--- src/rtl/mips_lsu_if.sv ---
// mips_lsu_if: request/response and memory-bus bundle for the load/store unit.
// Modports: master = datapath requester, slave = LSU, memory = wait-request memory.
interface mips_lsu_if #(
  parameter int DATA_W = 32,
  parameter int ADDR_W = 32
);
  logic                  req_valid;
  logic                  req_ready;
  logic                  req_store;
  logic [1:0]            req_size;
  logic                  req_signed;
  logic [ADDR_W-1:0]     req_addr;
  logic [DATA_W-1:0]     req_wdata;

  logic                  resp_valid;
  logic [DATA_W-1:0]     resp_data;
  logic                  resp_err;
  logic                  stall;

  logic [ADDR_W-1:0]     mem_address;
  logic                  mem_read;
  logic                  mem_write;
  logic [DATA_W/8-1:0]   mem_byteenable;
  logic [DATA_W-1:0]     mem_writedata;
  logic [DATA_W-1:0]     mem_readdata;
  logic                  mem_waitrequest;

  modport master (
    output req_valid, req_store, req_size,
    output req_signed, req_addr, req_wdata,
    input  req_ready, resp_valid, resp_data,
    input  resp_err, stall
  );

  modport slave (
    input  req_valid, req_store, req_size,
    input  req_signed, req_addr, req_wdata,
    output req_ready, resp_valid, resp_data,
    output resp_err, stall,
    output mem_address, mem_read, mem_write,
    output mem_byteenable, mem_writedata,
    input  mem_readdata, mem_waitrequest
  );

  modport memory (
    input  mem_address, mem_read, mem_write,
    input  mem_byteenable, mem_writedata,
    output mem_readdata, mem_waitrequest
  );
endinterface

--- src/rtl/mips_lsu.sv ---
// mips_lsu: multicycle load/store unit between the MIPS datapath and a
// wait-request memory bus. Ports: clk, reset (async, active-low), bus (slave).
module mips_lsu #(
  parameter int DATA_W = 32,
  parameter int ADDR_W = 32
) (
  input  logic      clk,
  input  logic      reset,
  mips_lsu_if.slave bus
);

  localparam int B  = DATA_W / 8;
  localparam int OW = $clog2(B);

  localparam logic [1:0] S_IDLE   = 2'd0;
  localparam logic [1:0] S_ACCESS = 2'd1;
  localparam logic [1:0] S_RESP   = 2'd2;

  logic [1:0]        state_q, state_d;
  logic              store_q, store_d;
  logic [1:0]        size_q, size_d;
  logic              sgn_q, sgn_d;
  logic [OW-1:0]     off_q, off_d;
  logic [ADDR_W-1:0] addr_q, addr_d;
  logic [DATA_W-1:0] wdata_q, wdata_d;
  logic [B-1:0]      be_q, be_d;
  logic              err_q, err_d;
  logic [DATA_W-1:0] rdata_q, rdata_d;

  logic [OW-1:0]     req_off;
  logic              req_legal;
  logic [B-1:0]      req_be;
  logic [DATA_W-1:0] req_steer;
  logic [DATA_W-1:0] load_ext;
  logic              in_access;

  assign req_off   = bus.req_addr[OW-1:0];
  assign in_access = (state_q == S_ACCESS);

  // Request decode: legality, byte lanes and store-data replication.
  always_comb begin : req_dec
    int n;
    n         = 1 << bus.req_size;
    req_legal = (int'(bus.req_size) <= OW)
             && ((int'(req_off) & (n - 1)) == 0);
    req_be    = '0;
    req_steer = '0;
    for (int i = 0; i < B; i++) begin
      req_be[i] = (i >= int'(req_off))
               && (i < int'(req_off) + n);
      // each n-byte slot carries the same data, so the
      // addressed lane is right whatever the offset
      req_steer[8*i +: 8] = bus.req_wdata[8*(i & (n-1)) +: 8];
    end
  end

  // Load data: select bytes [off, off+n) and extend.
  always_comb begin : ld_ext
    logic [DATA_W-1:0] shifted;
    logic              sign;
    int                n;
    shifted  = bus.mem_readdata >> {off_q, 3'b000};
    n        = 1 << size_q;
    sign     = 1'b0;
    load_ext = '0;
    for (int i = 0; i < B; i++) begin
      if (i == n - 1) sign = sgn_q & shifted[8*i + 7];
    end
    for (int i = 0; i < B; i++) begin
      load_ext[8*i +: 8] = (i < n) ? shifted[8*i +: 8]
                                   : {8{sign}};
    end
  end

  always_comb begin : nxt
    state_d = state_q;
    store_d = store_q;
    size_d  = size_q;
    sgn_d   = sgn_q;
    off_d   = off_q;
    addr_d  = addr_q;
    wdata_d = wdata_q;
    be_d    = be_q;
    err_d   = err_q;
    rdata_d = rdata_q;
    unique case (state_q)
      S_IDLE: begin
        if (bus.req_valid) begin
          store_d = bus.req_store;
          size_d  = bus.req_size;
          sgn_d   = bus.req_signed;
          off_d   = req_off;
          addr_d  = {bus.req_addr[ADDR_W-1:OW], {OW{1'b0}}};
          wdata_d = req_steer;
          be_d    = req_be;
          if (req_legal) begin
            state_d = S_ACCESS;
            err_d   = 1'b0;
          end else begin
            // illegal requests never touch the bus
            state_d = S_RESP;
            err_d   = 1'b1;
            rdata_d = '0;
          end
        end
      end
      S_ACCESS: begin
        if (!bus.mem_waitrequest) begin
          state_d = S_RESP;
          rdata_d = store_q ? '0 : load_ext;
        end
      end
      S_RESP: state_d = S_IDLE;
      default: state_d = S_IDLE;
    endcase
  end

  always_ff @(posedge clk or negedge reset) begin
    if (!reset) begin
      state_q <= S_IDLE;
      store_q <= 1'b0;
      size_q  <= '0;
      sgn_q   <= 1'b0;
      off_q   <= '0;
      addr_q  <= '0;
      wdata_q <= '0;
      be_q    <= '0;
      err_q   <= 1'b0;
      rdata_q <= '0;
    end else begin
      state_q <= state_d;
      store_q <= store_d;
      size_q  <= size_d;
      sgn_q   <= sgn_d;
      off_q   <= off_d;
      addr_q  <= addr_d;
      wdata_q <= wdata_d;
      be_q    <= be_d;
      err_q   <= err_d;
      rdata_q <= rdata_d;
    end
  end

  assign bus.req_ready      = (state_q == S_IDLE);
  assign bus.stall          = (state_q != S_IDLE);
  assign bus.resp_valid     = (state_q == S_RESP);
  assign bus.resp_err       = (state_q == S_RESP) & err_q;
  assign bus.resp_data      = rdata_q;
  assign bus.mem_read       = in_access & ~store_q;
  assign bus.mem_write      = in_access & store_q;
  assign bus.mem_address    = addr_q;
  assign bus.mem_byteenable = in_access ? be_q : '0;
  assign bus.mem_writedata  = wdata_q;

endmodule

--- src/flat_wrapper.sv ---
// flat-port wrapper written by rule: the top's interface ports become plain ports
module mips_lsu_flat 
#(
  parameter int DATA_W = 32,
  parameter int ADDR_W = 32
)
  (clk, reset, bus_req_valid, bus_req_store, bus_req_size, bus_req_signed, bus_req_addr, bus_req_wdata, bus_req_ready, bus_resp_valid, bus_resp_data, bus_resp_err, bus_stall, bus_mem_address, bus_mem_read, bus_mem_write, bus_mem_byteenable, bus_mem_writedata, bus_mem_readdata, bus_mem_waitrequest);
  mips_lsu_if #(.DATA_W(DATA_W), .ADDR_W(ADDR_W)) bus_i ();
  input  logic clk;
  input  logic reset;
  input wire logic [$bits(bus_i.req_valid)-1:0] bus_req_valid;
  input wire logic [$bits(bus_i.req_store)-1:0] bus_req_store;
  input wire logic [$bits(bus_i.req_size)-1:0] bus_req_size;
  input wire logic [$bits(bus_i.req_signed)-1:0] bus_req_signed;
  input wire logic [$bits(bus_i.req_addr)-1:0] bus_req_addr;
  input wire logic [$bits(bus_i.req_wdata)-1:0] bus_req_wdata;
  output wire logic [$bits(bus_i.req_ready)-1:0] bus_req_ready;
  output wire logic [$bits(bus_i.resp_valid)-1:0] bus_resp_valid;
  output wire logic [$bits(bus_i.resp_data)-1:0] bus_resp_data;
  output wire logic [$bits(bus_i.resp_err)-1:0] bus_resp_err;
  output wire logic [$bits(bus_i.stall)-1:0] bus_stall;
  output wire logic [$bits(bus_i.mem_address)-1:0] bus_mem_address;
  output wire logic [$bits(bus_i.mem_read)-1:0] bus_mem_read;
  output wire logic [$bits(bus_i.mem_write)-1:0] bus_mem_write;
  output wire logic [$bits(bus_i.mem_byteenable)-1:0] bus_mem_byteenable;
  output wire logic [$bits(bus_i.mem_writedata)-1:0] bus_mem_writedata;
  input wire logic [$bits(bus_i.mem_readdata)-1:0] bus_mem_readdata;
  input wire logic [$bits(bus_i.mem_waitrequest)-1:0] bus_mem_waitrequest;
  assign bus_i.req_valid = bus_req_valid;
  assign bus_i.req_store = bus_req_store;
  assign bus_i.req_size = bus_req_size;
  assign bus_i.req_signed = bus_req_signed;
  assign bus_i.req_addr = bus_req_addr;
  assign bus_i.req_wdata = bus_req_wdata;
  assign bus_req_ready = bus_i.req_ready;
  assign bus_resp_valid = bus_i.resp_valid;
  assign bus_resp_data = bus_i.resp_data;
  assign bus_resp_err = bus_i.resp_err;
  assign bus_stall = bus_i.stall;
  assign bus_mem_address = bus_i.mem_address;
  assign bus_mem_read = bus_i.mem_read;
  assign bus_mem_write = bus_i.mem_write;
  assign bus_mem_byteenable = bus_i.mem_byteenable;
  assign bus_mem_writedata = bus_i.mem_writedata;
  assign bus_i.mem_readdata = bus_mem_readdata;
  assign bus_i.mem_waitrequest = bus_mem_waitrequest;
  mips_lsu #(.DATA_W(DATA_W), .ADDR_W(ADDR_W)) u_core (.clk(clk), .reset(reset), .bus(bus_i));
endmodule
--- config.mk ---
export PLATFORM = sky130hd
export DESIGN_NAME = mips_lsu_flat
export DESIGN_NICKNAME = d
export VERILOG_FILES = /design/src/rtl/mips_lsu_if.sv /design/src/rtl/mips_lsu.sv /design/src/flat_wrapper.sv
export SDC_FILE = /design/constraint.sdc
export NUM_CORES = 1
export LEC_CHECK = 0
export CAP_MARGIN = 20
export CORE_MARGIN = 4
export CORE_UTILIZATION = 40
export DETAILED_ROUTE_END_ITERATION = 16
export MAX_ROUTING_LAYER = met4
export PLACE_DENSITY = 0.76
export SLEW_MARGIN = 20
export SYNTH_ARGS = -nofsm -noshare
export SYNTH_HDL_FRONTEND = slang
export SYNTH_SLANG_ARGS = --single-unit
--- constraint.sdc ---
create_clock -name clk -period 3 [get_ports clk]
set_input_delay 0.75 -clock clk [delete_from_list [all_inputs] [get_ports clk]]
set_output_delay 0.75 -clock clk [all_outputs]
set_load 0.02 [all_outputs]
* After elaboration in Yosys (flattened, before gate mapping)
Index checks and enable logic that the tools add are counted.
** Word-level totals
- Flip-flop bits (word level) :: 107
- Input port bits :: 104
- Output and inout bits :: 106
- Logic and storage cells :: 79
** Cells by class
- Add/sub/neg operators :: 3
- $lt $le $gt $ge :: 12
- Equal/unequal tests :: 8
- Shift-type cells :: 6
- Mux-type cells :: 19
- Bitwise operators :: 9
- Reductions and logical operators :: 12
** Operators with widths (count)
- $lt 3x32->1 const A :: 4
- $mux 32 :: 4
- $eq 3x32->1 const A :: 2
- $logic_not 32->1 :: 2
- $lt 1x32->1 const A :: 2
- $lt 2x32->1 const A :: 2
- $pmux 32 s2 :: 1
- $shiftx 32x6->8 :: 2
- $shl 1x2->32 const A :: 2
- $sub 32x2->32 const B :: 2
- $add 3x32->32 :: 1
- $and 3x32->32 :: 1
- $eq 2x32->1 const A :: 1
- $mux 8 :: 4
- $shiftx 32x5->8 :: 1
- $shr 32x5->32 :: 1
- $and 1x1->1 :: 7
- $mux 2 :: 3
- $ne 2x2->1 const B :: 3
- $mux 1 :: 5
- $ge 1x2->1 const A :: 2
- $logic_and 1x1->1 :: 4
- $mux 4 :: 1
- $pmux 2 s2 :: 1
- 9 further kinds :: 11

* Depth between registers and ports, before layout
Gate-level depths: netlist of run 1.
- Word-level depth :: 11
- Mapped depth :: 9
- Depth with buffers taken out :: 8

* Least setup slack after synthesis of run 1
Ideal clock, no wire load.
- Path type :: in2reg
- From :: input bus_req_size[1]
- To :: register u_core.be_q[0]
- Data arrival time :: 2674 ps
- Required time :: 2865 ps
- Setup slack :: 191 ps
- Stages :: 9
- Cells stage by stage :: clkbuf_1 -> nor2_4 -> ha_1 -> inv_1 -> fa_1 -> a2111oi_0 -> mux2i_1 -> o31ai_1 -> o21ai_0
** Between the ends
- Longest elaborated chain between the ends :: 4
** RTL lines
- start, declared :: line flat_wrapper.sv:13 : input wire logic [$bits(bus_i.req_size)-1:0] bus_req_size;
- $shl 1x2->32 :: line mips_lsu.sv:43 : n = 1 << bus.req_size;
- $add 3x32->32 :: line mips_lsu.sv:50 : && (i < int'(req_off) + n);
- $lt 1x32->1 :: line mips_lsu.sv:50
- $logic_and 1x1->1 :: line mips_lsu.sv:50
- end signal, assigned :: line mips_lsu.sv:127 : be_q <= '0;
- end signal, assigned :: line mips_lsu.sv:138 : be_q <= be_d;
- end, declared :: line mips_lsu.sv:26 : logic [B-1:0] be_q, be_d;
Every way passes these cells.
A chain may end at the register's enable or synchronous reset.

* Worst setup path after layout of run 1
Ends and elaborated chain as after synthesis.

==> results.py, run 1 <==
metrics = {
    "drt": {
        "routed_via_density": 5.151,
        "route.detailed.drc": 0,
        "drtAntennaViolNets": 0,
        "drt-total-wl_um": 15560,
        "first_pass_iters": 5,
        "vias": 4584,
        "drt-initial-drc-count": 403,
        "wire_per_inst_um": 17.48,
    },
    "place": {
        "portBuffers": 207,
        "dp_hpwl_um": 11630,
        "gp_congestion": 0.9004,
        "dp_cells": 874,
    },
    "synth": {
        "syn_area_um2": 5079,
        "syn_area_per_cell_um2": 9.711,
        "ys_warn_count": 0,
        "ys_seq_area_share_pct": 52.72,
        "netlist_instances": 523,
        "synth.ff_latch_count": 107,
        "ys_types": 37,
    },
    "timing": {
        "skew_ns": 0.005016,
        "tns_ns": 0,
        "finalCritPeriodShare_pct": 91.63,
        "setup-violations-final": 0,
        "drv_slew": 0,
        "hold_viol": 0,
        "slew_headroom_pct": 55.57,
        "fmax_mhz": 363.8,
        "layout_min_cycle_time_ns": 2.749,
        "hold-worst-slack_ns": 0.4321,
        "grt_setup_unrepaired": "no",
        "worstMarginPinSlew_ns": 0.6665,
    },
    "critical_path": {
        "critPathLaunchType": "primary input",
        "crit_arrival_ns": 2.96,
        "crit_type": "in2reg",
        "required_ns": 3.21,
        "worstSetupEndpointType": "flop",
        "crit_buf_inv": 2,
        "crit_start": "bus_req_size[1]",
        "critical-path-max-stage-delay_ns": 0.50,
        "r2r-start": "u_core.off_q[0]",
        "path_max_fanout": 4,
        "crit_family": "compound AO/OA/AOI/OAI gates",
        "slowest_stage": "clkdlybuf4s50_1",
        "crit_chain": "clkdlybuf4s50_1, nor2_4, ha_1, inv_1, fa_1, a2111oi_1, mux2i_1, o31ai_1, o21ai_0",
    },
    "clock_tree": {
        "clock-sinks": 107,
        "cts_tree": "done",
        "postCtsSetupBuffers": 0,
        "cts_max_level": 3,
        "clk_latency_ns": 0.34,
        "path_clk_slew_ns": 0.07,
        "cts_root_buf": "clkbuf_16",
        "cts_buffer_depth": 2,
        "numCtsBuffers": 9,
    },
    "global_routing": {
        "grt_pass1_wl_um": 24650,
        "antenna_found_initial": 0,
        "grt_overflow": 0,
        "grt_pass1_vias": 4733,
        "gr-usage-all-layers_pct": 22.05,
        "grt_max_degree": 101,
    },
    "floorplanning": {
        "rows": 40,
        "die_y_um": 120.7,
        "core_um2": 12210,
        "die_area_um2": 14560,
        "die_w_um": 120.7,
        "boundaryPins": 210,
        "start_util_pct": 41.59,
    },
    "layout": {
        "drive_above_1_share_pct": 4.986,
        "nNetsFinal": 825,
        "finish.utilization_pct": 61.94,
        "final_common_cell": "clkdlybuf4s50_1",
        "final_cell_mix": "clkdlybuf4s50_1, nand2_1, dfrtp_1, mux2i_1, o21ai_0",
        "final_cells": 890,
        "antennaDiodeCount": 0,
        "areaGrowthSynthToFinish_pct": 48.93,
    },
    "status": {
        "status": "completed",
    },
    "pwr": {
        "power.density_nw_per_um2": 722.9,
        "ir_drop_mv": 0.3495,
        "leakage_uw": 0.003527,
        "total_power_uw": 5468,
    },
    "hold_path": {
        "hold_class": "in2async",
    },
    "flow_run": {
        "drv_cap": 0,
    },
}
[sequential cells by signal, indices dropped and copies added (netlist names)]
name,flops
u_core.store_q,1
u_core.bus.resp_data,32
u_core.bus.mem_writedata,32
u_core.sgn_q,1
u_core.state_q,2
u_core.size_q,2
u_core.off_q,2
u_core.be_q,4
u_core.bus.mem_address,30
u_core.err_q,1
[through the flow]
stage	instance area, um2	setup slack, ns
floorplan	5082	0.1912
global placement	7288	0.04102
detailed placement	7288	-0.1066
CTS	7562	0.2490
global route	7564	0.02416
finish	7564	0.2510
[cells by family (layout without fill, tap and decap cells)]
| group | after synthesis | count (layout) | share of synthesized area [%] |
|---|---|---|---|
| and+or+nand+nor | 227 | 227 | 19.02 |
| adders and majority gates | 4 | 4 | 1.133 |
| buffers and inverters | 45 | 243 | 4.336 |
| DFF | 107 | 107 | 52.72 |
| AOI/OAI and AO/OA | 94 | 94 | 13.60 |
| muxes | 45 | 45 | 9.115 |
| other | 1 | 2 | 0.07384 |
[cell usage after synthesis]
cell | count | area, um2
a32o_1 | 7 | 70.07
nor2b_1 | 11 | 68.82
a311oi_1 | 1 | 8.760
fa_1 | 1 | 20.02
nand3b_4 | 1 | 20.02
a211o_1 | 15 | 131.4
o2bb2ai_1 | 8 | 70.07
o21ai_0 | 32 | 160.2
nand3_1 | 1 | 5.000
mux4_2 | 1 | 22.52
a21bo_1 | 1 | 10.01
a221o_1 | 8 | 80.08
and2_1 | 7 | 43.79
nand3b_1 | 2 | 15.01
a21oi_1 | 10 | 50.05
dfrtp_1 | 107 | 2678
nor4b_2 | 1 | 15.01
buf_1 | 4 | 15.01
nor2_4 | 3 | 33.78
o221a_4 | 1 | 20.02
inv_1 | 8 | 30.03
buf_2 | 8 | 40.04
buf_4 | 5 | 37.54
ha_1 | 3 | 37.54
a22o_1 | 1 | 8.760
a211oi_1 | 7 | 52.55
nor2_1 | 27 | 101.4
mux2i_1 | 44 | 440.4
o2111a_2 | 1 | 12.51
nand2b_1 | 3 | 18.77
nand2_1 | 170 | 638.1
clkbuf_1 | 17 | 63.81
a2111oi_0 | 1 | 8.760
conb_1 | 1 | 3.750
buf_6 | 3 | 33.78
nand2_2 | 1 | 6.260
o31ai_1 | 1 | 7.510
[timing repair]
item                       4_1_cts  5_1_grt
setup endpoints to repair        0        1
resized for setup                0        1
hold buffers                     0        0
[final cells by class]
| type | count | area, um2 |
|---|---|---|
| clock buffer | 14 | 264.0 |
| timing repair buffer | 219 | 2185 |
| inverter | 8 | 30.03 |
| tap | 168 | 210.2 |
| sequential | 107 | 2678 |
| clock inverter | 2 | 10.01 |
| multi-input combinational | 372 | 2187 |
| fill | 1044 | 4648 |
[layer usage]
layer	track usage, %	part of all wire, %
met2	35.10	48
met3	7.156	9.4
met5	-	0
met4	8.286	2.3
met1	26.25	41
[worst paths after layout]
kind | cells past startpoint | end | slack, ns
max | 9 | u_core.be_q[0] | 0.25
min | 1 | u_core.bus.mem_address[25] | 0.43
max reg2reg | 4 | u_core.bus.resp_data[6] | 1.13
min reg2reg | 2 | u_core.bus.mem_address[20] | 0.47
max in group asynchronous | 2 | u_core.bus.mem_address[9] | 1.81
min in group clk | 2 | u_core.bus.mem_address[20] | 0.47
[power breakdown]
| group | switching (uW) | internal (uW) | total (uW) |
|---|---|---|---|
| sequential | 259 | 1820 | 2080 |
| combinational | 1210 | 1060 | 2270 |
| clock | 510 | 608 | 1120 |
(Power assumes the default switching activity.)
==> run 2: changes to the inputs <==
- ABC_AREA: not set -> 1
- PLACE_DENSITY: 0.76 -> 0.75
- clock period: 3 -> 2.8 ns (I/O delays scaled with it)
==> run 2 against run 1 <==
Net effect: synthesized cell count up 29%; global-route usage up 0.14 points; sequential share of layout area down 0.77 points; largest cell class unchanged; largest power group unchanged; combinational power up 11%.
==> results.py, run 2 <==
metrics = {
    "status": {
        "status": "completed",
    },
    "timing": {
        "fmax_mhz": 385.8,
        "hold_viol": 0,
        "tns_ns": 0,
        "layout_min_cycle_time_ns": 2.592,
        "finalCritPeriodShare_pct": 92.58,
        "skew_ns": 0.006306,
        "worstMarginPinSlew_ns": 0.6663,
        "slew_headroom_pct": 55.58,
        "drv_slew": 0,
        "grt_setup_unrepaired": "no",
        "setup-violations-final": 0,
        "fin_ws_ns": 0.2079,
    },
    "synth": {
        "netlist_top_cells_count": "nand2_1, dfrtp_1, o21ai_0, inv_1, nor2_1",
        "ys_types": 28,
        "syn_area_per_cell_um2": 7.730,
        "synth-edff-count": 0,
        "synth_top_area_cell": "dfrtp_1",
        "netlist.area_leader.share_pct": 51.39,
        "synth-main-ff-cell": "dfrtp_1",
        "synth_most_common_cell": "nand2_1",
        "syn_area_um2": 5210,
        "async_reset_ff_share_pct": 100.0,
        "netlist_instances": 674,
        "ys_warn_count": 0,
        "ys_seq_area_share_pct": 51.39,
        "synth.ff_latch_count": 107,
        "yosys-top-cells-area": "dfrtp_1, nand2_1, o21ai_0, inv_1, nor2_1",
    },
    "floorplanning": {
        "rows": 41,
        "core_um2": 12670,
        "die_y_um": 122.1,
        "boundaryPins": 210,
        "die_w_um": 122.1,
        "start_util_pct": 41.12,
        "die_area_um2": 14910,
    },
    "clock_tree": {
        "cts_resized": 0,
        "cts_buffer_depth": 2,
        "clock-sinks": 107,
        "cts_max_level": 3,
        "cts_tree": "done",
        "numCtsBuffers": 9,
        "postCtsSetupBuffers": 0,
        "clk_latency_ns": 0.35,
        "path_clk_slew_ns": 0.08,
        "cts_hold_buffers": 0,
        "cts_root_buf": "clkbuf_16",
    },
    "place": {
        "portBuffers": 207,
        "dp_hpwl_um": 11720,
        "pre_cts_ws_ns": 0.1178,
        "gp_congestion": 0.9189,
    },
    "critical_path": {
        "crit_chain": "inv_1, nand2_2, nor2_2, clkdlybuf4s50_1",
        "crit_type": "reg2out",
        "crit_arrival_ns": 1.89,
        "critPathLaunchType": "flop",
        "required_ns": 2.10,
        "critical-path-max-stage-delay_ns": 0.68,
        "path_max_fanout": 7,
        "r2r-end": "u_core.bus.resp_data[22]",
        "r2r_slack_ns": 1.09,
        "reg2reg_depth": 9,
        "crit_buf_inv": 2,
        "r2r-start": "u_core.off_q[0]",
        "worstSetupEndpointType": "output port",
        "slowest_stage": "clkdlybuf4s50_1",
        "crit_family": "buffers and inverters",
    },
    "pwr": {
        "leakage_uw": 0.003704,
        "ir_drop_mv": 0.4621,
        "total_power_uw": 5890,
        "power.density_nw_per_um2": 761.8,
    },
    "drt": {
        "route.detailed.drc": 0,
        "drtAntennaViolNets": 0,
        "first_pass_iters": 5,
        "wire_per_inst_um": 15.07,
        "drt-initial-drc-count": 454,
        "vias": 5083,
        "routed_via_density": 4.859,
        "drt-total-wl_um": 15770,
    },
    "flow_run": {
        "drv_cap": 0,
    },
    "global_routing": {
        "grt_pass1_wl_um": 25200,
        "grt_overflow": 0,
        "gr-usage-all-layers_pct": 22.19,
        "antenna_found_initial": 0,
        "grt_pass1_vias": 4945,
        "grt_max_degree": 51,
    },
    "layout": {
        "final_common_cell": "nand2_1",
        "areaGrowthSynthToFinish_pct": 48.39,
        "drive_above_1_share_pct": 6.064,
        "nFillCells": 1161,
        "final_cell_mix": "nand2_1, clkdlybuf4s50_1, dfrtp_1, o21ai_0",
        "antennaDiodeCount": 0,
        "finish.utilization_pct": 61.02,
        "nNetsFinal": 977,
    },
    "hold_path": {
        "hold_class": "in2async",
    },
}
run 2: cells by family after synthesis:
family	count (synthesis)	synth area share (%)
and+or+nand+nor	357	27.83
AOI/OAI and AO/OA	118	12.22
DFF	107	51.39
buffers and inverters	87	7.373
adders and majority gates	4	1.105
other	1	0.07198
run 2: layout make-up:
cell class              count  area [um2]  area share (%)
flip-flops and latches    107        2678           34.63
inverters                  48       180.2           2.330
multi-input cells         481        2152           27.84
well taps                 172       215.2           2.784
repair buffers            222        2220           28.71
clock inverters             7       61.31          0.7930
clock buffers               9       225.2           2.913
run 2: routing by layer:
layer,share of wire [%],vias to the layer above,global-route usage [%]
li1,-,2518,-
met1,44,2355,29.07
met2,46,188,34.15
met3,8.2,22,6.035
met4,1.5,0,6.158
met5,0,-,-
run 2: how the worst max path moves through the flow:
| stage | from | slack [ns] | cells after the start | end |
|---|---|---|---|---|
| after floorplan | bus_req_size[1] | 0.42 | 12 | u_core.be_q[0] |
| after global placement | bus_req_size[1] | 0.17 | 11 | u_core.be_q[0] |
| after detailed placement | bus_req_size[1] | 0.12 | 11 | u_core.be_q[0] |
| after CTS | u_core.state_q[1] | 0.18 | 4 | bus_mem_read |
| after global routing | u_core.state_q[1] | 0.11 | 4 | bus_mem_read |
| final | u_core.state_q[1] | 0.21 | 4 | bus_mem_read |
run 2: report_power, final:
group	internal, uW	switching (uW)	total, uW
combinational	1080	1430	2510
sequential	1920	228	2150
clock	618	610	1230
total	3620	2270	5890
run 2: through the flow:
stage,instance area (um2),hold WS [ns],cells
floorplan,5214,0.4044,675
global placement,7445,0.4608,1030
detailed placement,7445,0.4647,1030
CTS,7731,0.4103,1046
global route,7731,0.4397,1046
finish,7731,0.3731,1046
run 2: worst register-to-register path, stage by stage, from the launching register on:
cell and delay, ns:
dfrtp_1 0.39, inv_2 0.32, buf_4 0.29, nand2_1 0.07, o21ai_0 0.12, nor2_1 0.09, nor2_1 0.15, nor2_2 0.06
nand2_1 0.06, nand2_1 0.05
==> run 3: changes to the inputs <==
- MAX_ROUTING_LAYER: met4 -> not set
==> run 3 against run 2 <==
Net effect: count of clock-buffer cells in the layout rose by 1; clock power up 6%; flip-flop and latch count unchanged; combinational power about the same; sequential share of layout area shrank 0.15 points; die area did not move; routed wire length decreased by 0.42%; critical path depth did not move; clock skew up 0.0022 ns; sequential power is essentially flat; fmax up 1.1%; critical endpoint unchanged; largest cell class unchanged; highest routed layer is now met5.
==> results.py, run 3 (synthesized netlist as in run 2, its figures left out) <==
metrics = {
    "layout": {
        "final_common_cell": "nand2_1",
        "drive_above_1_share_pct": 6.279,
        "antennaDiodeCount": 0,
        "nNetsFinal": 979,
        "areaGrowthSynthToFinish_pct": 49.02,
        "final_cell_mix": "nand2_1, clkdlybuf4s50_1, dfrtp_1, o21ai_0",
    },
    "flow_run": {
        "drv_cap": 0,
    },
    "drt": {
        "first_pass_iters": 5,
        "drtAntennaViolNets": 0,
        "vias": 4989,
        "wire_per_inst_um": 14.98,
        "drt-initial-drc-count": 405,
        "routed_via_density": 4.760,
        "route.detailed.drc": 0,
        "drt-total-wl_um": 15700,
    },
    "clock_tree": {
        "postCtsSetupBuffers": 0,
        "cts_root_buf": "clkbuf_16",
        "cts_buffer_depth": 2,
        "clock-sinks": 107,
        "cts_tree": "done",
        "numCtsBuffers": 9,
        "path_clk_slew_ns": 0.07,
        "cts_max_level": 3,
        "clk_latency_ns": 0.35,
        "cts_resized": 0,
        "cts_hold_buffers": 0,
    },
    "floorplanning": {
        "die_area_um2": 14910,
        "die_w_um": 122.1,
        "start_util_pct": 41.12,
        "rows": 41,
        "die_y_um": 122.1,
        "core_um2": 12670,
        "boundaryPins": 210,
    },
    "hold_path": {
        "hold_class": "in2async",
    },
    "global_routing": {
        "antenna_found_initial": 1,
        "grt_pass1_wl_um": 24870,
        "grt_max_degree": 47,
        "grt_overflow": 0,
        "gr-usage-all-layers_pct": 21.30,
        "grt_pass1_vias": 4859,
    },
    "timing": {
        "grt_setup_unrepaired": "no",
        "slew_headroom_pct": 58.78,
        "drv_slew": 0,
        "hold_viol": 0,
        "worstMarginPinSlew_ns": 0.6182,
        "skew_ns": 0.008495,
        "finalCritPeriodShare_pct": 91.61,
        "tns_ns": 0,
        "layout_min_cycle_time_ns": 2.565,
        "setup-violations-final": 0,
        "hold-worst-slack_ns": 0.3591,
        "fmax_mhz": 389.9,
    },
    "pwr": {
        "leakage_uw": 0.003727,
        "ir_drop_mv": 0.4913,
        "power.density_nw_per_um2": 766.5,
    },
    "critical_path": {
        "crit_family": "buffers and inverters",
        "crit_chain": "inv_1, nand2_2, nor2_2, clkdlybuf4s50_1",
        "critPathLaunchType": "flop",
        "path_max_fanout": 7,
        "crit_arrival_ns": 1.87,
        "crit_type": "reg2out",
        "required_ns": 2.10,
        "slowest_stage": "clkdlybuf4s50_1",
        "crit_buf_inv": 2,
        "critical-path-max-stage-delay_ns": 0.68,
        "worstSetupEndpointType": "output port",
    },
    "place": {
        "dp_hpwl_um": 11750,
        "portBuffers": 207,
        "gp_congestion": 0.9134,
    },
    "status": {
        "status": "completed",
    },
}
-- run 3: changes by cell type in the layout (fill, tap and decap cells not counted) --
cell / change
buf_4: +2
bufinv_16: +1
clkinv_4: -1
clkbuf_8: +1
clkinv_2: +2
inv_6: -1
clkinvlp_4: -1
inv_8: -1
-- run 3: cell type report --
class	count	area [um2]
clock buffer	10	239.0
clock inverter	6	65.06
fill	1162	4907
inverter	48	180.2
multi-input combinational	481	2152
sequential	107	2678
tap	172	215.2
timing repair buffer	224	2235
-- run 3: per-layer routing --
layer | part of all wire, % | track usage (%) | vias up
li1 | - | - | 2515
met1 | 42 | 27.94 | 2261
met2 | 45 | 32.87 | 185
met3 | 11 | 7.242 | 26
met4 | 2.1 | 7.698 | 2
met5 | 0.083 | 0 | -
-- run 3: power by group --
group | total [uW] | switching [uW] | internal (uW) | leakage [uW]
sequential | 2140 | 225 | 1920 | 0.00136
clock | 1300 | 583 | 718 | 0.000148
combinational | 2510 | 1420 | 1090 | 0.00222
-- run 3: worst reg2reg max path: stages, from the launching register on --
cell	delay (ns)
dfrtp_1	0.36
buf_4	0.22
inv_1	0.18
nand3_1	0.13
a21boi_1	0.20
nand3_1	0.11
nand2_2	0.26
nand2_1	0.10
nand2_1	0.08
-- run 3: worst paths after layout --
path	end	startpoint	cells after the start	slack, ns
setup / recovery	bus_mem_read	u_core.state_q[1]	4	0.23
hold reg to reg	u_core.bus.resp_data[20]	u_core.bus.resp_data[20]	2	0.48
min in group clk	u_core.bus.resp_data[20]	u_core.bus.resp_data[20]	2	0.48
max in group asynchronous	u_core.bus.mem_writedata[20]	reset	2	1.79
setup reg to reg	u_core.bus.resp_data[16]	u_core.off_q[1]	8	1.10
hold / removal	u_core.bus.resp_data[9]	reset	1	0.36
-- run 3: per-stage QoR --
step / area [um2] / setup slack, ns / util (%) / cells / total power, uW
after floorplan: 5214 / 0.4199 / - / 675 / 3499
after global placement: 7460 / 0.1924 / 58.87 / 1032 / 4669
after detailed placement: 7460 / 0.1205 / 58.87 / 1032 / 4689
after CTS: 7764 / 0.1932 / 61.27 / 1048 / 6010
after global routing: 7764 / 0.1300 / 61.27 / 1048 / 6325
final: 7764 / 0.2350 / 61.27 / 1048 / 5951
